<file path="config.mk">
export PLATFORM = sky130hd
export DESIGN_NAME = btn_press_fsm
export DESIGN_NICKNAME = d
export VERILOG_FILES = /design/src/rtl/btn_press_fsm.sv
export SDC_FILE = /design/constraint.sdc
export NUM_CORES = 1
export LEC_CHECK = 0
export ABC_AREA = 1
export CAP_MARGIN = 15
export CORE_UTILIZATION = 59
export CTS_BUF_LIST = sky130_fd_sc_hd__clkbuf_4 sky130_fd_sc_hd__clkbuf_8
export CTS_CLUSTER_SIZE = 24
export DETAILED_ROUTE_END_ITERATION = 6
export PLACE_DENSITY = 0.85
export SYNTH_ARGS = -nofsm -noshare
export SYNTH_HDL_FRONTEND = slang
export SYNTH_SLANG_ARGS = --single-unit
</file>
<file path="constraint.sdc">
create_clock -name clk -period 3.35 [get_ports clk]
set_clock_uncertainty 0.1 [all_clocks]
set_input_delay 0.5025 -clock clk [delete_from_list [all_inputs] [get_ports clk]]
set_output_delay 0.5025 -clock clk [all_outputs]
set_load 0.01 [all_outputs]
</file>
<file path="src/rtl/btn_press_fsm.sv">
// Multi-channel button front end: tick-enabled debounce, short/long press detection and LED toggle.
// Optional input synchronizer enabled with `define BTN_SYNC_EN.
module btn_press_fsm #(
    parameter int CHANNELS       = 4,
    parameter int TICK_DIV       = 500000,
    parameter int DEBOUNCE_TICKS = 2,
    parameter int LONG_TICKS     = 100
) (
    input  logic                clk,
    input  logic                reset,
    input  logic [CHANNELS-1:0] btn,
    output logic [CHANNELS-1:0] held,
    output logic [CHANNELS-1:0] short_pulse,
    output logic [CHANNELS-1:0] long_pulse,
    output logic [CHANNELS-1:0] led
);

    localparam int MAX_TICKS = (DEBOUNCE_TICKS > LONG_TICKS) ? DEBOUNCE_TICKS : LONG_TICKS;
    localparam int CW        = $clog2(MAX_TICKS + 1);
    localparam int PW        = $clog2(TICK_DIV);

    // The IDLE sample counts as the first high sample, so DEBOUNCE finishes one count early.
    localparam logic [CW-1:0] DEB_LAST  = CW'(DEBOUNCE_TICKS - 1);
    localparam logic [CW-1:0] LONG_LAST = CW'(LONG_TICKS - 1);

    typedef enum logic [2:0] {
        IDLE     = 3'd0,
        DEBOUNCE = 3'd1,
        PRESSED  = 3'd2,
        LONG     = 3'd3
    } state_t;

    logic [PW-1:0]       prescale;
    logic                tick;
    logic [CHANNELS-1:0] s;

    state_t              state      [CHANNELS];
    state_t              state_next [CHANNELS];
    logic [CW-1:0]       cnt        [CHANNELS];
    logic [CW-1:0]       cnt_next   [CHANNELS];
    logic [CHANNELS-1:0] held_next;
    logic [CHANNELS-1:0] short_next;
    logic [CHANNELS-1:0] long_next;
    logic [CHANNELS-1:0] led_next;

    assign tick = (prescale == PW'(TICK_DIV - 1));

    always_ff @(posedge clk or posedge reset) begin
        if (reset) begin
            prescale <= '0;
        end else if (tick) begin
            prescale <= '0;
        end else begin
            prescale <= prescale + PW'(1);
        end
    end

`ifdef BTN_SYNC_EN
    logic [CHANNELS-1:0] sync_a;
    logic [CHANNELS-1:0] sync_b;

    always_ff @(posedge clk or posedge reset) begin
        if (reset) begin
            sync_a <= '0;
            sync_b <= '0;
        end else begin
            sync_a <= btn;
            sync_b <= sync_a;
        end
    end

    assign s = sync_b;
`else
    assign s = btn;
`endif

    always_ff @(posedge clk or posedge reset) begin
        if (reset) begin
            for (int ch = 0; ch < CHANNELS; ch++) begin
                state[ch] <= IDLE;
                cnt[ch]   <= '0;
            end
            held        <= '0;
            short_pulse <= '0;
            long_pulse  <= '0;
            led         <= '0;
        end else begin
            for (int ch = 0; ch < CHANNELS; ch++) begin
                state[ch] <= state_next[ch];
                cnt[ch]   <= cnt_next[ch];
            end
            held        <= held_next;
            short_pulse <= short_next;
            long_pulse  <= long_next;
            led         <= led_next;
        end
    end

    // Pulses are only raised on a tick cycle, so the registered strobe lasts one clk.
    always_comb begin
        held_next  = '0;
        short_next = '0;
        long_next  = '0;
        led_next   = led;
        for (int ch = 0; ch < CHANNELS; ch++) begin
            state_next[ch] = state[ch];
            cnt_next[ch]   = cnt[ch];
            if (tick) begin
                case (state[ch])
                    IDLE: begin
                        if (s[ch]) begin
                            if (DEBOUNCE_TICKS == 1) begin
                                state_next[ch] = PRESSED;
                                cnt_next[ch]   = '0;
                            end else begin
                                state_next[ch] = DEBOUNCE;
                                cnt_next[ch]   = CW'(1);
                            end
                        end
                    end
                    DEBOUNCE: begin
                        if (!s[ch]) begin
                            state_next[ch] = IDLE;
                            cnt_next[ch]   = '0;
                        end else if (cnt[ch] == DEB_LAST) begin
                            state_next[ch] = PRESSED;
                            cnt_next[ch]   = '0;
                        end else begin
                            cnt_next[ch] = cnt[ch] + CW'(1);
                        end
                    end
                    PRESSED: begin
                        if (!s[ch]) begin
                            state_next[ch] = IDLE;
                            cnt_next[ch]   = '0;
                            short_next[ch] = 1'b1;
                        end else if (cnt[ch] == LONG_LAST) begin
                            state_next[ch] = LONG;
                            cnt_next[ch]   = '0;
                            long_next[ch]  = 1'b1;
                        end else begin
                            cnt_next[ch] = cnt[ch] + CW'(1);
                        end
                    end
                    LONG: begin
                        if (!s[ch]) begin
                            state_next[ch] = IDLE;
                            cnt_next[ch]   = '0;
                        end
                    end
                    default: begin
                        state_next[ch] = IDLE;
                        cnt_next[ch]   = '0;
                    end
                endcase
            end
            held_next[ch] = (state_next[ch] == PRESSED) || (state_next[ch] == LONG);
            if (short_next[ch]) begin
                led_next[ch] = ~led[ch];
            end else if (long_next[ch]) begin
                led_next[ch] = 1'b0;
            end
        end
    end

endmodule
</file>
---- Yosys cells after proc, flatten, opt, wreduce, memory -nomap -nowiden ----
Index checks and enable logic that the tools add are counted.
word-level totals
  output and inout bits ................... 16
  logic and storage cells ................. 175
  register bits after elaboration ......... 75
  bits of input ports ..................... 6
operators by class
  muxes and demuxes ....................... 97
  bitwise logic cells ..................... 4
  equal/unequal tests ..................... 37
  add/sub/neg operators ................... 5
  reduce and logical (&&, ||, !) cells .... 16
operators with widths
  kind                                            number
  2-to-1 mux 7 bit                                24
  case mux 7 bit (4 select lines)                 4
  2-to-1 mux 3 bit                                28
  == test 3 x 2 -> 1 bit (second input constant)  16
  case mux 3 bit (4 select lines)                 4
  2-to-1 mux 1 bit                                36
  adder 7 x 1 -> 7 bit (second input constant)    4
  == test 7 x 1 -> 1 bit (second input constant)  4
  == test 7 bit (second input constant)           4
  adder 19 x 1 -> 19 bit (second input constant)  1
  == test 19 bit (second input constant)          1
  2-to-1 mux 19 bit                               1
  != test 2 bit (second input constant)           8
  == test 3 x 1 -> 1 bit (second input constant)  4
  zero test 3 bit                                 4
  AND reduction 3 bit                             4
  nonzero test 2 bit                              4
  logical OR 1 bit                                4
  inverter 1 bit                                  4

---- Depth between registers and ports, before layout ----
  depth in word-level cells ............... 7
  mapped depth ............................ 11
  gate-level depth less buffers ........... 11

---- Worst setup path after synthesis ----
OpenSTA, ideal clock, no wires.
  path type ............................... register to register
  start point ............................. register prescale[0]
  end point ............................... register cnt[12] (netlist bit)
  data arrival time ....................... 1.490 ns
  stages on the path, launching flop included .. 12
  buffers on the path ..................... 1
  library setup time ...................... 0.113 ns
  data required time ...................... 3.137 ns
  period minus slack after synthesis ...... 1.703 ns
  setup slack ............................. 1.647 ns
  path through ............................ dfrtp_1 > ha_1 > nand2_2 > nor2_4 > inv_2 > nor2_2 > nand2_2 > buf_6 > nor3_4 > nand2_1 > nand2_1 > inv_1
between the ends
  cells in the longest elaborated chain, start to end .. 2
RTL lines
  item                                  line  text
  from (decl)                           33    logic [PW-1:0] prescale;
  from (signal assigned)                54    prescale <= prescale + PW'(1);
  == test 19 bit                        46    assign tick = (prescale == PW'(TICK_DIV - 1));
  AND reduction 3 bit (no source line)  n/a
  to (signal, indexed assignment)       90    cnt[ch] <= cnt_next[ch];
  to (decl)                             39    logic [CW-1:0] cnt [CHANNELS];
No other way between the ends.
A chain may end at the register's enable or synchronous reset.

---- Worst setup path in the final report ----
  start point ............................. register prescale[0]
  end point ............................... register led[0]
between the ends
  cells in the longest elaborated chain, start to end .. 3
  elaborated cells between the ends (all ways) .. 5
  those cells by class .................... eq/ne: 1; mux: 3; reduce/logical: 1
RTL lines
  item                                                           line  text
  == test 19 bit (*)                                             46
  2-to-1 mux 1 bit                                               108   if (tick) begin
  2-to-1 mux 1 bit / nonzero test 2 bit (equally long branches)  n/a
  to (signal assigned)                                           95    led <= led_next;
  to (decl)                                                      15    output logic [CHANNELS-1:0] led
Every way passes the cells marked *; elsewhere a longest branch is shown, timed or not.

==> results.md <==
- Wire per inst: 12.7 um
- # hold bufs at CTS: 0
- Detailed-route via count: 4295
- Drt pass-1 iters: 6
- Period utilization: 68.8%
- Crit path cell chain: ha_1, nand2_2, nor2_4, inv_2, nor2_2, nand2_2, inv_2, o211ai_1, nand2_1, o21ai_1
- P_leak: 2.58 nW
- Relative slew slack: 38.1%
- Core area: 7410 sq um
- Endpoints failing setup: 0
- Max Fclk: 434 MHz
- Met3 Usage GRT: 5.89%
- Setup bufs post-CTS: 0
- Max Fanout on Critical Path: 14
- PostCTS Resize Cnt: 0
- Most common cell after layout, fill and taps aside: nand2_1
- Post-route ant nets: 0
- Share of cells above drive strength 1: 6.85%
- WL final: 10000 um
- DRT iter0 DRCs: 370
- # diodes: 0
- GPL Wtd Cong: 0.924
- Final Max Tran Viols: 0
- Flops & latches, synth: 75
- Skew-Pair Late Insertion Delay: 0.35 ns
- PortBufs: 21
- CTS tree: yes
- Slew @ Worst Pin: 0.928 ns
- Initial antenna violation count: 0
- Die Y: 90.5 um
- CP peak stage delay: 0.41 ns
- Layer with the highest usage: met2
- Tot GR Track Use: 27.2%
- P&R area growth vs syn: 11.1%
- Standard-cell row count: 31
- Placed Cells: 769
- Post-synthesis cell count: 656
- Worst IR drop on VDD: 0.219 mV
- Die W: 90.5 um
- Sequential share of the synthesized area: 40.7%
- Clk slew on worst S/H paths: 0.08 ns
- Met1 usage: 35.0%
- Sink Count: 75
- First-pass GRT wire length: 18100 um
- Area of the mapped netlist: 4620 sq um
- Status: finished, final reports clean
- WS Path Type: flop to flop
- Hold Path Class: flop to flop
- Non-Filler Instances: 785
- Die Footprint: 8180 sq um
- Largest net degree at the start of global routing: 76
- Fillers: 604
- RR Startpoint: prescale[0]
- Clock Tree Buf Depth: 2
- H-tree depth: 3
- RSZ-0062 raised after global routing: no
- Power per cell area: 345 nW/um^2
- YS warnings: 0
- Final HPWL DP: 7280 um
- GR Overflow Total: 0
- Final #Nets: 696
- Critical Path Source: prescale[0]
- Setup crit end kind: flop
- Final Hold Fails: 0
- Syn Nets: 671
- Most frequent cells in the layout: nand2_1, inv_1, nor2_1
- Vias in the first global route: 4112
- Vias/cell: 5.47
- Starting Density: 62.3%
- WP data arrival: 2.45 ns
- Maxcap violations: 0
- Min-delay src: led[0]
- DRC: 0
- CTS Buf Count: 9
- Min cycle time layout: 2.30 ns
- Top Ports: 22
- Post-route setup TNS: 0 ns
- Mean Syn Cell Area: 7.04 sq um
- Root Driver: clkbuf_8
- Count of cell types in the netlist: 32
- Crit path required time: 3.49 ns
- Met2 GRT Util: 45.8%
- Crit path launch type: flop
- CP max-delay cell: dfrtp_1
## sequential cells by signal, indices dropped and copies added (netlist names), named ones only
signal       cells
held             4
led              4
prescale        19
state           11
long_pulse       4
short_pulse      4
cnt             28
## final cells by class
type,count,area [sq um],share of cell area [%]
clock buffer,11,139,2.71
clock inverter,5,77.6,1.51
inverter,105,394,7.68
multi-input combinational,467,2290,44.7
sequential,75,1880,36.6
tap,99,124,2.42
timing repair buffer,23,225,4.39
## path summary, 6_finish.rpt
kind	to	slack [ns]	cells past startpoint
setup / recovery	led[0]	1.05	10
hold / removal	led[0]	0.39	1
setup reg to reg	led[0]	1.05	10
hold reg to reg	led[0]	0.39	1
max in group asynchronous	prescale[2]	1.90	3
min in group asynchronous	held[1]	0.62	3
## critical path: cells and delay by family, from the launching register on
| kind | cells | cell delay, ns |
|---|---|---|
| compound gates | 2 | 0.23 |
| fa+ha+maj | 1 | 0.28 |
| buf+inv | 2 | 0.40 |
| flops | 1 | 0.41 |
| simple gates | 5 | 0.77 |
## cell usage after synthesis
master | number | area share, %
inv_2 | 6 | 0.49
a21oi_2 | 1 | 0.19
nor2_1 | 92 | 7.5
inv_1 | 99 | 8.1
a21oi_1 | 14 | 1.5
o21ai_0 | 34 | 3.7
o211ai_1 | 2 | 0.33
or2_2 | 2 | 0.27
nand2_4 | 1 | 0.24
nand4_2 | 1 | 0.27
nor2_4 | 4 | 0.98
buf_2 | 3 | 0.33
nand4_1 | 32 | 4.3
o2bb2ai_1 | 1 | 0.19
xnor2_1 | 3 | 0.57
clkbuf_1 | 4 | 0.33
nand3b_1 | 4 | 0.65
nor2_2 | 5 | 0.68
nor4_1 | 2 | 0.27
nand3_1 | 57 | 6.2
nor3_2 | 3 | 0.65
dfrtp_1 | 75 | 41
o21ai_1 | 2 | 0.22
buf_6 | 2 | 0.49
nor3_4 | 2 | 0.70
nand2_1 | 163 | 13
or2_0 | 3 | 0.41
xor2_1 | 8 | 1.5
ha_1 | 9 | 2.4
nand2_2 | 3 | 0.41
o21bai_1 | 3 | 0.49
nor3_1 | 16 | 1.7
## cell families (layout without fill, tap and decap cells)
logic type	after synthesis	after routing	share of synthesized area (%)
adders and majority gates	9	9	2.44
buffers and inverters	114	144	9.68
AOI/OAI and AO/OA	57	57	6.61
DFF	75	75	40.7
and+or+nand+nor	390	390	38.5
xor gates and xnor gates	11	11	2.09
## per-stage QoR
step	util [%]	hold slack [ns]	setup WS [ns]	power, mW	instance area [sq um]
after floorplan	-	0.350	0.838	0.991	4620
after global placement	66.3	0.366	0.940	1.01	4910
final	69.2	0.393	1.05	1.77	5130
after CTS	69.2	0.402	1.06	1.79	5130
after global routing	69.2	0.412	0.899	1.84	5130
after detailed placement	66.3	0.386	0.827	1.01	4910
## power by group
group	switching, mW	internal [mW]	total (mW)
clock network	0.340	0.434	0.774
registers	0.0107	0.912	0.923
logic	0.0518	0.0213	0.0731
## metal layers
metal,vias up,wire [um]
met5,-,0
met4,0,138
met3,15,608
met2,152,4830
met1,1987,4420
li1,2141,-
Power figures use the tool's default switching activity.
